$ cat src/rtl/reg_trace_tx.sv
// Register-file trace transmitter: captures the 56-bit {A,B,C,D,E,H,L} view on
// request and streams a 10-byte frame (header, seq, 7 regs, xor checksum) over valid/ready.
module reg_trace_tx #(
  parameter logic [7:0] HEADER = 8'hA5,
  parameter int         DROP_W = 8
) (
  input  logic              clk,
  input  logic              rst,
  input  logic              snap_req,
  input  logic [55:0]       regs_in,
  output logic [7:0]        tx_data,
  output logic              tx_valid,
  input  logic              tx_ready,
  output logic              busy,
  output logic [7:0]        seq,
  output logic [DROP_W-1:0] drop_cnt
);

  typedef enum logic [2:0] {
    S_IDLE = 3'd0,
    S_HDR  = 3'd1,
    S_SEQ  = 3'd2,
    S_REG  = 3'd3,
    S_CSUM = 3'd4
  } state_t;

  state_t              r_state;
  state_t              w_state_nx;
  logic [2:0]          r_idx;
  logic [2:0]          w_idx_nx;
  logic [55:0]         r_snap;
  logic [55:0]         w_snap_nx;
  logic [7:0]          r_csum;
  logic [7:0]          w_csum_nx;
  logic [7:0]          r_seq;
  logic [7:0]          w_seq_nx;
  logic [7:0]          r_tx_data;
  logic [7:0]          w_data_nx;
  logic                r_tx_valid;
  logic                w_valid_nx;
  logic [DROP_W-1:0]   r_drop;
  logic [DROP_W-1:0]   w_drop_nx;
  logic                w_xfer;

  // Byte idx of the snapshot, A (idx 0) in the top byte down to L (idx 6).
  function automatic logic [7:0] sel_byte(input logic [55:0] snap, input logic [2:0] idx);
    logic [7:0] b;
    case (idx)
      3'd0:    b = snap[55:48];
      3'd1:    b = snap[47:40];
      3'd2:    b = snap[39:32];
      3'd3:    b = snap[31:24];
      3'd4:    b = snap[23:16];
      3'd5:    b = snap[15:8];
      3'd6:    b = snap[7:0];
      default: b = 8'h00;
    endcase
    return b;
  endfunction

  assign w_xfer = r_tx_valid && tx_ready;

  // Frame sequencing: next state, next byte, checksum accumulation and seq advance.
  always_comb begin
    w_state_nx = r_state;
    w_idx_nx   = r_idx;
    w_snap_nx  = r_snap;
    w_csum_nx  = r_csum;
    w_seq_nx   = r_seq;
    w_data_nx  = r_tx_data;
    w_valid_nx = r_tx_valid;
    case (r_state)
      S_IDLE: begin
        if (snap_req) begin
          w_snap_nx  = regs_in;
          w_csum_nx  = r_seq;
          w_state_nx = S_HDR;
          w_valid_nx = 1'b1;
          w_data_nx  = HEADER;
        end else begin
          w_valid_nx = 1'b0;
        end
      end
      S_HDR: begin
        if (w_xfer) begin
          w_state_nx = S_SEQ;
          w_data_nx  = r_seq;
        end else begin
          w_state_nx = S_HDR;
        end
      end
      S_SEQ: begin
        if (w_xfer) begin
          w_state_nx = S_REG;
          w_idx_nx   = 3'd0;
          w_data_nx  = sel_byte(r_snap, 3'd0);
        end else begin
          w_state_nx = S_SEQ;
        end
      end
      S_REG: begin
        if (w_xfer) begin
          // the accumulator absorbs each register byte as it leaves
          w_csum_nx = r_csum ^ r_tx_data;
          if (r_idx == 3'd6) begin
            w_state_nx = S_CSUM;
            w_data_nx  = r_csum ^ r_tx_data;
          end else begin
            w_idx_nx  = r_idx + 3'd1;
            w_data_nx = sel_byte(r_snap, r_idx + 3'd1);
          end
        end else begin
          w_state_nx = S_REG;
        end
      end
      S_CSUM: begin
        if (w_xfer) begin
          w_state_nx = S_IDLE;
          w_valid_nx = 1'b0;
          w_seq_nx   = r_seq + 8'd1;
        end else begin
          w_state_nx = S_CSUM;
        end
      end
      default: begin
        w_state_nx = S_IDLE;
        w_valid_nx = 1'b0;
      end
    endcase
  end

  // Requests arriving outside IDLE are counted, saturating at all-ones.
  always_comb begin
    w_drop_nx = r_drop;
    if (snap_req && (r_state != S_IDLE) && (r_drop != {DROP_W{1'b1}})) begin
      w_drop_nx = r_drop + {{(DROP_W-1){1'b0}}, 1'b1};
    end else begin
      w_drop_nx = r_drop;
    end
  end

  // State and output registers; reset aborts any frame in flight.
  always_ff @(posedge clk or negedge rst) begin
    if (!rst) begin
      r_state    <= S_IDLE;
      r_idx      <= 3'd0;
      r_snap     <= 56'd0;
      r_csum     <= 8'h00;
      r_seq      <= 8'h00;
      r_tx_data  <= 8'h00;
      r_tx_valid <= 1'b0;
      r_drop     <= {DROP_W{1'b0}};
    end else begin
      r_state    <= w_state_nx;
      r_idx      <= w_idx_nx;
      r_snap     <= w_snap_nx;
      r_csum     <= w_csum_nx;
      r_seq      <= w_seq_nx;
      r_tx_data  <= w_data_nx;
      r_tx_valid <= w_valid_nx;
      r_drop     <= w_drop_nx;
    end
  end

  assign tx_data  = r_tx_data;
  assign tx_valid = r_tx_valid;
  assign busy     = (r_state != S_IDLE);
  assign seq      = r_seq;
  assign drop_cnt = r_drop;

endmodule
$ cat config.mk
export PLATFORM = sky130hd
export DESIGN_NAME = reg_trace_tx
export DESIGN_NICKNAME = d
export VERILOG_FILES = /design/src/rtl/reg_trace_tx.sv
export SDC_FILE = /design/constraint.sdc
export NUM_CORES = 1
export LEC_CHECK = 0
export ABC_AREA = 1
export ABC_CLOCK_PERIOD_IN_PS = 1400
export BUFFER_PORTS_ARGS = -buffer_cell sky130_fd_sc_hd__buf_2
export CORE_ASPECT_RATIO = 1.25
export CORE_MARGIN = 2
export CORE_UTILIZATION = 45
export CTS_CLUSTER_DIAMETER = 100
export DETAILED_ROUTE_END_ITERATION = 10
export HOLD_SLACK_MARGIN = 0.02
export PLACE_DENSITY = 0.71
export SLEW_MARGIN = 30
export SYNTH_ARGS = -nofsm -noshare
export SYNTH_HDL_FRONTEND = slang
export SYNTH_SLANG_ARGS = --single-unit
$ cat constraint.sdc
create_clock -name clk -period 1.4 [get_ports clk]
set_input_delay 0.28 -clock clk [delete_from_list [all_inputs] [get_ports clk]]
set_output_delay 0.28 -clock clk [all_outputs]
set_load 0.01 [all_outputs]
==> insert_results.sql <==
INSERT INTO impl_metrics (metric_group, metric, value, unit) VALUES
('outcome', 'status', 'finished, violations left', ''),
('outcome', 'violations', 'setup timing', ''),
('route', 'route.detailed.drc', '0', ''),
('cts', 'cts_tree', 'done', ''),
('floorplan', 'core_area', '0.0106', 'sq mm'),
('cts', 'clock-sinks', '95', ''),
('logic_synthesis', 'synth_top_area_share', '48.2', '%'),
('sta', 'layout_setup_ws', '-0.254', 'ns'),
('pwr', 'pwr-share-seq', '32.6', '%'),
('sta', 'period_needed', '1.65', 'ns'),
('grt', 'first_global_vias', '4284', ''),
('pwr', 'power_per_cell_area', '2120', 'mW/mm^2'),
('grt', 'grt_max_degree', '43', ''),
('floorplan', 'dieArea', '0.0118', 'sq mm'),
('logic_synthesis', 'yosys_register_bits', '95', ''),
('worst_setup_path', 'cpMostUsedCell', 'sky130_fd_sc_hd__nand2_1', ''),
('finish', 'multi_input_comb_area', '0.00270', 'sq mm'),
('logic_synthesis', 'synth_most_common_cell', 'sky130_fd_sc_hd__dfrtp_1', ''),
('sta', 'setup-tns-final', '-13.76', 'ns'),
('logic_synthesis', 'yosysSeqAreaShare', '48.2', '%'),
('logic_synthesis', 'synth_top_cells_by_count', '95 x sky130_fd_sc_hd__dfrtp_1, 78 x sky130_fd_sc_hd__nand2_1, 57 x sky130_fd_sc_hd__nor2_1', ''),
('cts', 'clk_latency', '0.36', 'ns'),
('worst_setup_path', 'slowest_delay', '0.46', 'ns'),
('worst_hold_path', 'min-delay-start', 'regs_in[9]', ''),
('logic_synthesis', 'ys_types', '34', ''),
('worst_setup_path', 'slowest_stage', 'sky130_fd_sc_hd__dfrtp_2', ''),
('sta', 'report.final.setup_viol', '94', ''),
('worst_setup_path', 'worst_setup_path_start_kind', 'flop', ''),
('cts', 'htree_num_levels', '3', ''),
('pwr', 'ir_worst_vdd', '1.26', 'mV'),
('finish', 'final.fill_count', '803', ''),
('worst_setup_path', 'reg2reg_slack', '-0.25', 'ns'),
('grt', 'grt_pass1_wl', '21300', 'um'),
('worst_setup_path', 'worst-endpoint-arrival', '1.91', 'ns'),
('floorplan', 'dieHeight', '121', 'um'),
('route', 'initialDrtViolationCount', '269', ''),
('logic_synthesis', 'synth_nets', '593', ''),
('worst_setup_path', 'crit_path_max_fanout', '6', ''),
('cts', 'cts-root-buf', 'sky130_fd_sc_hd__clkbuf_16', ''),
('cts', 'clk_pin_slew_worst_paths', '0.07', 'ns'),
('floorplan', 'die-width', '97.6', 'um'),
('worst_hold_path', 'worst_hold_path_type', 'in -> reg', ''),
('logic_synthesis', 'synth.largest_area_cell', 'sky130_fd_sc_hd__dfrtp_1', ''),
('sta', 'hold_slack', '0.151', 'ns'),
('worst_setup_path', 'critical_path.cell_chain', 'ha_4 > inv_4 > nand2_8 > clkbuf_16 > nand4_1 > nand2_1 > nor2_2 > nand3_2 > nand2_1 > nand2_1 > nand2_1 > nand2_1', ''),
('route', 'vias', '4473', ''),
('place', 'dpl.hpwl', '9400', 'um'),
('pwr', 'p_total', '15200', 'uW'),
('worst_setup_path', 'timing.rr.end', 'tx_data[6]', ''),
('route', 'post_route_antenna_net_violation_count', '0', ''),
('worst_hold_path', 'hold_path_end', 'r_snap[9]', ''),
('worst_setup_path', 'r2r-start', 'r_idx[0]', ''),
('sta', 'clock.fmax', '605', 'MHz'),
('sta', 'worst-slew-pin-transition', '0.383', 'ns'),
('finish', 'layout_stage_area_growth_over_the_synthesis_result', '44.9', '%'),
('cts', 'clockBufferDepth', '2', ''),
('finish', 'antenna_cell_count', '0', ''),
('pwr', 'clock_power_share', '18.0', '%'),
('route', 'wire_per_inst', '17.8', 'um'),
('logic_synthesis', 'yosys_warnings', '0', ''),
('finish', 'final_layout_size_suffix_gt1_share', '48.8', '%'),
('route', 'routed_wirelength', '14600', 'um'),
('worst_setup_path', 'required', '1.66', 'ns'),
('floorplan', 'io_pins', '86', ''),
('sta', 'rsz_0062_raised_after_global_routing', 'true', ''),
('sta', 'min_period_over_period', '118', '%'),
('finish', 'final_nets', '748', ''),
('pwr', 'netSwitchingFraction', '38.7', '%'),
('sta', 'maxSlewViolCount', '0', ''),
('pwr', 'cellInternalPower', '9300', 'uW'),
('place', 'numPlacedInstances', '767', '');
## layout make-up
type | count | area share, %
Multi-Input combinational cell | 354 | 37.7
Sequential cell | 95 | 33.3
Timing Repair Buffer | 167 | 19.1
Clock buffer | 9 | 3.15
Inverter | 54 | 2.98
Tap cell | 132 | 2.31
Clock inverter | 7 | 1.45
## power groups by stage
stage | registers [uW] | logic, uW | clock network, uW
floorplan | 4710 | 3760 | 0
global placement | 4860 | 5420 | 0
detailed placement | 4890 | 5580 | 0
CTS | 4870 | 6190 | 2760
global route | 5070 | 8070 | 2880
finish | 4950 | 7500 | 2730
## through the flow
| stage | area (sq um) | setup slack (ns) |
|---|---|---|
| global placement | 5870 | -0.246 |
| finish | 7150 | -0.254 |
| detailed placement | 5870 | -0.293 |
| floorplan | 5010 | -0.0905 |
| CTS | 6520 | -0.200 |
| global route | 7150 | -0.344 |
## per-layer routing
metal,up-vias,global-route usage (%),routed length (um)
met5,-,0,0
met4,0,10.1,465
met3,38,4.67,725
met2,154,38.6,7570
met1,2208,28.5,5830
li1,2073,-,-
## cells by family (layout without fill, tap and decap cells)
kind of cell,count (synthesis),count (layout),synth area share (%)
adder cells (fa/ha/maj),7,7,1.78
buffers and inverters,77,237,7.16
XOR/XNOR,21,21,3.73
AND/OR/NAND/NOR,212,212,19.5
flip-flops,95,95,48.2
multiplexers,38,38,9.59
AO/OA/AOI/OAI,76,76,10.1
## worst max-delay path by stage
stage / start / endpoint / slack (ns) / depth (start not counted)
2_1_floorplan: r_idx[0] / r_idx[2] / -0.09 / 8
3_3_place_gp: r_idx[0] / tx_data[4] / -0.25 / 12
3_5_place_dp: r_idx[1] / tx_data[6] / -0.29 / 10
4_1_cts: r_idx[0] / tx_data[4] / -0.20 / 12
5_1_grt: r_idx[0] / tx_data[6] / -0.34 / 12
6_report: r_idx[0] / tx_data[6] / -0.25 / 12
## state kept, by name, summed over array words and instances, names as in the netlist
| register | flops |
|---|---|
| seq | 8 |
| r_snap | 56 |
| r_idx | 3 |
| r_csum | 8 |
| tx_data | 8 |
| r_state | 3 |
| drop_cnt | 8 |
| tx_valid | 1 |
## placed cells by master (no fill, tap or decap), drive strengths merged, types with 2 or more instances in the layout
| master | count |
|---|---|
| nand3 | 35 |
| nand2 | 84 |
| inv | 56 |
| nand4 | 27 |
| dfrtp | 95 |
| o22ai | 3 |
| nor2 | 62 |
| o21a | 8 |
| nor3 | 4 |
| ha | 7 |
| o221ai | 3 |
| clkbuf | 14 |
| buf | 161 |
| o211ai | 10 |
| o21ai | 16 |
| mux2 | 38 |
| xnor2 | 11 |
| a211oi | 2 |
| bufinv | 2 |
| a21oi | 33 |
| clkinvlp | 2 |
| xor2 | 10 |
## timing repair
| action | in CTS | in global routing |
|---|---|---|
| endpoints found under the hold margin | 23 | 0 |
| gates resized for setup | 55 | 103 |
| setup endpoints to repair | 69 | 95 |
| pin swaps | 28 | 38 |
| setup buffers | 9 | 22 |
| gates cloned | 2 | 5 |
| hold buffers | 1 | 0 |
No activity file was read; power rests on OpenSTA's default activity.
